<file path="config.mk">
export PLATFORM = sky130hd
export DESIGN_NAME = step_pulse_gen
export DESIGN_NICKNAME = d
export VERILOG_FILES = /design/src/rtl/step_gen_pkg.sv /design/src/rtl/step_phase_timer.sv /design/src/rtl/step_pulse_gen.sv
export SDC_FILE = /design/constraint.sdc
export NUM_CORES = 1
export LEC_CHECK = 0
export ABC_CLOCK_PERIOD_IN_PS = 7400
export CAP_MARGIN = 10
export CORE_MARGIN = 8
export CORE_UTILIZATION = 30
export DETAILED_ROUTE_END_ITERATION = 12
export HOLD_SLACK_MARGIN = 0.1
export PLACE_DENSITY = 0.61
export SLEW_MARGIN = 20
export SYNTH_ARGS = -nofsm -noshare
export SYNTH_HDL_FRONTEND = slang
export SYNTH_SLANG_ARGS = --single-unit
</file>
<file path="constraint.sdc">
create_clock -name clk -period 7.4 [get_ports clk]
set_input_delay 2.22 -clock clk [delete_from_list [all_inputs] [get_ports clk]]
set_output_delay 2.22 -clock clk [all_outputs]
set_load 0.01 [all_outputs]
</file>
<file path="src/rtl/step_gen_pkg.sv">
// Shared definitions for the step/dir transmitter: state encoding, default
// pulse timing constants and clock-rate helpers.
package step_gen_pkg;

    // Default timing, in clk cycles at CLK_HZ
    localparam int PULSE_CYC     = 15;
    localparam int DIR_SETUP_CYC = 10;

    localparam int CLK_HZ      = 100_000_000;
    // Step period for a 250 kHz step rate (400 cycles at 100 MHz)
    localparam int PERIOD_250K = CLK_HZ / 250_000;

    // Sequencer state encoding
    typedef logic [2:0] state_t;
    localparam logic [2:0] S_IDLE      = 3'd0;
    localparam logic [2:0] S_DIR_SETUP = 3'd1;
    localparam logic [2:0] S_HIGH      = 3'd2;
    localparam logic [2:0] S_LOW       = 3'd3;
    localparam logic [2:0] S_DONE      = 3'd4;

endpackage

</file>
<file path="src/rtl/step_phase_timer.sv">
// Loadable down-counter timing the DIR setup, STEP high and STEP low phases.
// A load of N makes zero assert N cycles later; the count parks at zero.
module step_phase_timer #(
    parameter int W = 16
) (
    input  logic         clk,
    input  logic         rst,
    input  logic         load,
    input  logic [W-1:0] value,
    output logic         zero
);

    logic [W-1:0] count_q;
    logic [W-1:0] count_d;

    // Load has priority; otherwise count down and hold at zero
    always_comb begin
        count_d = count_q;
        if (load) begin
            count_d = value;
        end else if (count_q != '0) begin
            count_d = count_q - W'(1);
        end
    end

    // Counter register
    always_ff @(posedge clk) begin
        if (rst) begin
            count_q <= '0;
        end else begin
            count_q <= count_d;
        end
    end

    assign zero = (count_q == '0);

endmodule

</file>
<file path="src/rtl/step_pulse_gen.sv">
// Step/dir transmitter: converts one accepted motion command into a STEP
// pulse train with fixed high time and a DIR level with guaranteed setup.
// Optional abort support is compiled in with the STEP_ABORT_EN macro.
module step_pulse_gen #(
    parameter int PULSE_CYC     = step_gen_pkg::PULSE_CYC,
    parameter int DIR_SETUP_CYC = step_gen_pkg::DIR_SETUP_CYC,
    parameter int PERIOD_W      = 16,
    parameter int COUNT_W       = 16
) (
    input  logic                clk,
    input  logic                rst,
    input  logic                cmd_valid,
    output logic                cmd_ready,
    input  logic                cmd_dir,
    input  logic [COUNT_W-1:0]  cmd_steps,
    input  logic [PERIOD_W-1:0] cmd_period,
    input  logic                abort,
    output logic                step_out,
    output logic                dir_out,
    output logic                busy,
    output logic                done,
    output logic [COUNT_W-1:0]  steps_left
);
    import step_gen_pkg::*;

    localparam logic [PERIOD_W-1:0] PULSE_LEN  = PERIOD_W'(PULSE_CYC);
    localparam logic [PERIOD_W-1:0] PULSE_LOAD = PERIOD_W'(PULSE_CYC - 1);
    localparam logic [PERIOD_W-1:0] SETUP_LOAD = PERIOD_W'(DIR_SETUP_CYC - 1);
    localparam logic [PERIOD_W-1:0] MIN_PERIOD = PERIOD_W'(2 * PULSE_CYC);
    localparam logic [COUNT_W-1:0]  ONE_STEP   = COUNT_W'(1);

    state_t               state_q, state_d;
    logic                 step_q, step_d;
    logic                 dir_q, dir_d;
    logic                 busy_q, busy_d;
    logic                 done_q, done_d;
    logic [COUNT_W-1:0]   left_q, left_d;
    logic [PERIOD_W-1:0]  period_q, period_d;

    logic                 tmr_load;
    logic [PERIOD_W-1:0]  tmr_val;
    logic                 tmr_zero;
    logic [PERIOD_W-1:0]  low_load;

    logic                 abort_now;   // abort request this cycle
    logic                 abort_hold;  // abort seen earlier in the current HIGH

    step_phase_timer #(
        .W (PERIOD_W)
    ) u_timer (
        .clk   (clk),
        .rst   (rst),
        .load  (tmr_load),
        .value (tmr_val),
        .zero  (tmr_zero)
    );

    // Effective period is already clamped, so the low time never underflows
    assign low_load = period_q - PULSE_LEN - PERIOD_W'(1);

`ifdef STEP_ABORT_EN
    logic abort_pend_q, abort_pend_d;

    assign abort_now  = abort;
    assign abort_hold = abort_pend_q;

    // Remember an abort raised during HIGH until the pulse has finished
    always_comb begin
        abort_pend_d = (state_q == S_HIGH) && !tmr_zero && (abort_pend_q || abort);
    end

    // Pending-abort register
    always_ff @(posedge clk) begin
        if (rst) begin
            abort_pend_q <= 1'b0;
        end else begin
            abort_pend_q <= abort_pend_d;
        end
    end
`else
    logic abort_unused;

    assign abort_unused = abort;
    assign abort_now    = 1'b0;
    assign abort_hold   = 1'b0;
`endif

    // Command sequencer: next state, pin levels, step count and timer loads
    always_comb begin
        state_d  = state_q;
        step_d   = step_q;
        dir_d    = dir_q;
        left_d   = left_q;
        period_d = period_q;
        tmr_load = 1'b0;
        tmr_val  = '0;

        case (state_q)
            S_IDLE: begin
                if (cmd_valid) begin
                    period_d = (cmd_period < MIN_PERIOD) ? MIN_PERIOD : cmd_period;
                    left_d   = cmd_steps;
                    if (cmd_steps == '0) begin
                        state_d = S_DONE;
                    end else if (cmd_dir != dir_q) begin
                        dir_d    = cmd_dir;
                        state_d  = S_DIR_SETUP;
                        tmr_load = 1'b1;
                        tmr_val  = SETUP_LOAD;
                    end else begin
                        state_d  = S_HIGH;
                        step_d   = 1'b1;
                        left_d   = cmd_steps - ONE_STEP;
                        tmr_load = 1'b1;
                        tmr_val  = PULSE_LOAD;
                    end
                end
            end
            S_DIR_SETUP: begin
                if (abort_now) begin
                    state_d = S_DONE;
                end else if (tmr_zero) begin
                    state_d  = S_HIGH;
                    step_d   = 1'b1;
                    left_d   = left_q - ONE_STEP;
                    tmr_load = 1'b1;
                    tmr_val  = PULSE_LOAD;
                end
            end
            S_HIGH: begin
                // The full high time always completes, even when aborting
                if (tmr_zero) begin
                    step_d = 1'b0;
                    if (abort_hold || abort_now) begin
                        state_d = S_DONE;
                    end else begin
                        state_d  = S_LOW;
                        tmr_load = 1'b1;
                        tmr_val  = low_load;
                    end
                end
            end
            S_LOW: begin
                if (abort_now) begin
                    state_d = S_DONE;
                end else if (tmr_zero) begin
                    if (left_q != '0) begin
                        state_d  = S_HIGH;
                        step_d   = 1'b1;
                        left_d   = left_q - ONE_STEP;
                        tmr_load = 1'b1;
                        tmr_val  = PULSE_LOAD;
                    end else begin
                        state_d = S_DONE;
                    end
                end
            end
            S_DONE: begin
                state_d = S_IDLE;
            end
            default: begin
                state_d = S_IDLE;
                step_d  = 1'b0;
            end
        endcase

        busy_d = (state_d != S_IDLE);
        done_d = (state_q == S_DONE);
    end

    // Sequencer and output registers
    always_ff @(posedge clk) begin
        if (rst) begin
            state_q  <= S_IDLE;
            step_q   <= 1'b0;
            dir_q    <= 1'b0;
            busy_q   <= 1'b0;
            done_q   <= 1'b0;
            left_q   <= '0;
            period_q <= '0;
        end else begin
            state_q  <= state_d;
            step_q   <= step_d;
            dir_q    <= dir_d;
            busy_q   <= busy_d;
            done_q   <= done_d;
            left_q   <= left_d;
            period_q <= period_d;
        end
    end

    assign cmd_ready  = (state_q == S_IDLE) && !rst;
    assign step_out   = step_q;
    assign dir_out    = dir_q;
    assign busy       = busy_q;
    assign done       = done_q;
    assign steps_left = left_q;

endmodule

</file>
-- Word-level counts from Yosys, hierarchy flattened
Cells that the tools add are included.
- bitwise logic cells: 2
- multiplexer cells: 40
- multiply operators: 0
- reductions and logical operators: 15
- add/subtract/negate cells: 5
- eq/ne operators: 12
- $lt $le $gt $ge: 1
- shift operators: 0
- divide/modulo/power cells: 0
- operators with widths (operator ; count):
    two-way mux 16 bit ; 10
    one-hot mux 16 bit (4 select lines) ; 1
    subtractor 16 x 1 -> 16 bit (second input constant) ; 4
    one-hot mux 16 bit (3 select lines) ; 1
    zero test 16 bit ; 2
    nonzero test 16 bit ; 2
    two-way mux 3 bit ; 7
    two-way mux 4 bit ; 5
    less-than comparator 16 x 5 -> 1 bit (second input constant) ; 1
    subtractor 16 x 4 -> 16 bit (second input constant) ; 1
    inequality test 2 bit (second input constant) ; 7
    two-way mux 1 bit ; 12
    one-hot mux 3 bit (4 select lines) ; 1
    AND reduction 8 bit ; 1
    equality test 3 x 2 -> 1 bit (second input constant) ; 2
    nonzero test 3 bit ; 2
    one-hot mux 1 bit (5 select lines) ; 1
    AND reduction 5 bit ; 1
    AND reduction 4 bit ; 1
    equality test 3 x 1 -> 1 bit (second input constant) ; 1
    equality test 3 bit (second input constant) ; 1
    zero test 3 bit ; 1
    one-hot mux 1 bit (3 select lines) ; 1
    two-way mux 2 bit ; 1
    7 further kinds ; 8
- bits of input ports: 37
- memories kept: 0
- output and inout port bits: 21
- latch bits: 0
- register bits: 55
- memory bits (read-only): 0
- RAM bits: 0

-- Logic depth before layout (Yosys ltp)
- word-level depth: 6
- mapped depth: 10

-- By module
A second synthesis with hierarchy kept.
- cell total of the unflattened synthesis: 471
- area total of the unflattened synthesis: 3609.7 µm²
- modules (own cells, without submodules) (module ; cells each ; instances ; area an instance (µm²) ; seq. area each (µm²)):
    step_pulse_gen ; 359 ; 1 ; 2707.6 ; 780.7
    step_phase_timer ; 112 ; 1 ; 902.1 ; 320.3

-- Worst setup path after synthesis
OpenSTA, ideal clock, no wires.
- path type: input -> output
- from: in rst
- to: out cmd_ready
- path buffers: 2
- required time: 5180 ps
- data arrival time: 2970 ps
- stages: 3
- path slack: 2210 ps
- cells stage by stage: clkbuf_1 > clkbuf_1 > nor4_1
- word-level cells in the longest chain between the ends: 2
- ends and longest elaborated chain (what ; line ; source):
    start, declared ; step_pulse_gen.sv:11 ; input logic rst,
    zero test 1 bit ; step_pulse_gen.sv:192 ; assign cmd_ready = (state_q == S_IDLE) && !rst;
    logical AND 1 bit ; step_pulse_gen.sv:192 ;
    end, declared ; step_pulse_gen.sv:13 ; output logic cmd_ready,
No other way between the ends.

-- Worst setup path after layout
Same ends and word-level chain as after synthesis.

==> run_results.csv <==
group,metric,value,unit
setup_path,worst-path-buf-inv,2,
clock_tree,clk_latency,0.30,ns
setup_path,path_cells,"clkdlybuf4s50_1 -> nor4_1 -> clkdlybuf4s50_1",
global_route,grt_pass1_vias,3641,
setup_path,cp.required,5.18,ns
logic_synthesis,ys_warn_count,0,
setup_path,worst_setup_path_start_kind,"input port",
clock_tree,cts_setup_buffers,0,
flow_run,max_cap_violations,0,
clock_tree,cts_root_buffer,"clkbuf_16",
global_route,gr-total-overflow,0,
cells_and_area,n_antenna_cell,0,
placement,dp_slack,1.70,ns
pwr,p_per_area,378,nW/µm²
cells_and_area,final_cell_mix,"nand2_1 (61), clkdlybuf4s50_1 (56), dfxtp_1 (55), a21oi_1 (36), nor2_1 (32)",
setup_path,cp_max_fo,2,
logic_synthesis,synth_area_per_cell,7.77,µm²
floorplan,dieArea,16100,µm²
global_route,grt_pass1_wl,18900,µm
setup_path,rr_endpoint,"steps_left[11]",
timing,worst_slack,1.70,ns
placement,numPortBuffers,56,
logic_synthesis,ys_ff_latch,55,
floorplan,pin_count,58,
setup_path,regToRegSetupSlack,4.58,ns
cells_and_area,area_growth,23.1,%
routing,drt-total-wl,11700,µm
timing,fin_hold_ws,0.476,ns
clock_tree,postCtsHoldBufs,0,
setup_path,slowest_stage,"clkdlybuf4s50_1",
clock_tree,cts_buffer_depth,2,
timing,timing.final.crit_share,77.0,%
pwr,power,1.72,mW
clock_tree,cts_made_buffers,5,
min_path,hp-start,"period_q[3]",
placement,place_hpwl,8540,µm
min_path,hold_class,"reg2reg",
setup_path,r2r-start,"u_timer.count_q[0]",
setup_path,reg2regPathDepth,7,
routing,drtIter0Drc,305,
logic_synthesis,synth-async-reset-ratio,0,%
global_route,antenna_found_initial,0,
min_path,holdPathEnd,"u_timer.count_q[3]",
placement,gp_congestion,0.858,
setup_path,crit_family,"buffers and inverters",
clock_tree,path_clk_slew,0.08,ns
logic_synthesis,ys_seq_area_share,29.8,%
floorplan,core_area,12000,µm²
min_path,min_path_cells,2,
floorplan,initial_core_util,30.7,%
routing,via_count,3865,
logic_synthesis,synth_edf_count,0,
global_route,grtUsageTotal,14.2,%
timing,setup_tns,0,ns
routing,drc_errors,0,
clock_tree,cts_max_level,2,
placement,place_inst,653,
clock_tree,cts.sinks,55,
timing,timing.final.max_slew_violations,0,
timing,setup_viol,0,
routing,first_pass_iters,5,
floorplan,std_cell_rows,40,
pwr,peakVddDrop,162,µV
timing,fmax,0.175,GHz
cells_and_area,fin_nets,557,
timing,period_needed,5.70,ns
clock_tree,cts_tree,"done",
logic_synthesis,synth_cells,475,
logic_synthesis,synth_cell_type_count,64,
pwr,p_leak,1.58,nW
run_status,status,"completed",
logic_synthesis,synthesis.area,3690,µm²
cells_and_area,stdcell_count,662,
clock_tree,ctsResizeCount,0,
setup_path,crit_type,"in2out",
routing,wl_per_cell,17.6,µm
cells_and_area,fillers,1274,
setup_path,cp.arrival,3.48,ns
timing,clock_skew,0.0134,ns
timing,worst_pin_slew,0.940,ns
timing,rsz0062_at_grt,"no",
logic_synthesis,syn_nets,518,
setup_path,crit_top_cell,"clkdlybuf4s50_1",
setup_path,critical-path-max-stage-delay,0.60,ns
timing,hold_violations,0,
routing,via_per_inst,5.84,
cells_and_area,drive_above_1_share,6.80,%
cells_and_area,layout.cells.most_common,"nand2_1",
logic_synthesis,yosys_most_used_dff,"dfxtp_1",
floorplan,die_x,127,µm
global_route,grt_max_degree,45,
floorplan,die_h,127,µm
timing,max_slew_margin,37.2,%
setup_path,endpoint_kind,"output pin",
routing,postRouteAntennaNets,0,
## stage by stage
step                      util [%]  instance area, µm²
after floorplan                  -                3690
after global placement        36.2                4340
after detailed placement      36.2                4340
after CTS                     37.7                4520
after global routing          37.8                4540
final                         37.8                4540
## state kept, by name, indices dropped and copies added (netlist names)
register and cells:
done 1, steps_left 16, u_timer.count_q 16, period_q 16, dir_out 1, state_q 3, step_out 1, busy 1
## power breakdown
group / total, mW / internal [mW] / switching [mW]
registers: 0.493 / 0.380 / 0.113
clock network: 0.285 / 0.163 / 0.121
logic: 0.942 / 0.415 / 0.526
## tightest hold or removal path: stages (launching register included)
cell,delay [ns]
dfxtp_1,0.32
nand2_1,0.05
a21oi_1,0.06
## how the worst max path moves through the flow
stage / slack [ns] / to / start / cells past startpoint
2_1_floorplan: 2.21 / cmd_ready / rst / 3
3_3_place_gp: 1.71 / cmd_ready / rst / 3
3_5_place_dp: 1.70 / cmd_ready / rst / 3
4_1_cts: 1.69 / cmd_ready / rst / 3
5_1_grt: 1.58 / cmd_ready / rst / 3
6_report: 1.70 / cmd_ready / rst / 3
## layer usage
metal  GRT usage (%)  wire length (µm)
met2            22.4              5180
met1            19.4              5490
met3            3.02               870
met5               0                 0
met4            3.08               124
## synthesized netlist by cell type, types with 3 or more instances
master | n | area, µm²
nand2_1 | 61 | 229
dfxtp_1 | 55 | 1100
a21oi_1 | 36 | 180
nor2_1 | 32 | 120
nand3_1 | 25 | 125
nor3_1 | 24 | 120
xnor2_1 | 23 | 201
clkbuf_1 | 20 | 75.1
inv_1 | 15 | 56.3
nand4_1 | 13 | 81.3
nor4_1 | 12 | 75.1
a31oi_1 | 9 | 56.3
a22oi_1 | 8 | 60.1
o21ai_0 | 8 | 40.0
or3_1 | 8 | 50.1
and3_1 | 6 | 37.5
buf_2 | 6 | 30.0
ha_1 | 6 | 75.1
nand2b_1 | 6 | 37.5
o31a_1 | 6 | 52.6
or4_1 | 6 | 45.0
xor2_1 | 6 | 52.6
a211oi_1 | 4 | 30.0
mux2i_1 | 4 | 40.0
nand3b_1 | 4 | 30.0
o221a_2 | 4 | 45.0
o22ai_1 | 4 | 25.0
o32ai_1 | 4 | 35.0
a211o_1 | 3 | 26.3
and4_1 | 3 | 26.3
nor4_2 | 3 | 37.5
nor4b_1 | 3 | 26.3
o31ai_1 | 3 | 22.5
## final cells by class
| class | count | area (µm²) | share of cell area (%) |
|---|---|---|---|
| multi-input combinational | 374 | 2400 | 52.9 |
| sequential | 55 | 1100 | 24.2 |
| timing repair buffer | 63 | 617 | 13.6 |
| tap | 147 | 184 | 4.05 |
| clock buffer | 5 | 125 | 2.75 |
| inverter | 15 | 56.3 | 1.24 |
| clock inverter | 3 | 55.1 | 1.21 |
## cells by family (layout without fill, tap and decap cells)
| group | Yosys count | in the layout | synth area share [%] |
|---|---|---|---|
| xor gates and xnor gates | 29 | 29 | 6.88 |
| and+or+nand+nor | 221 | 221 | 32.9 |
| DFF | 55 | 55 | 29.8 |
| buffers and inverters | 46 | 86 | 5.39 |
| muxes | 4 | 4 | 1.08 |
| adders and majority gates | 6 | 6 | 2.03 |
| AOI/OAI and AO/OA | 114 | 114 | 21.9 |
Power figures use the tool's default switching activity.
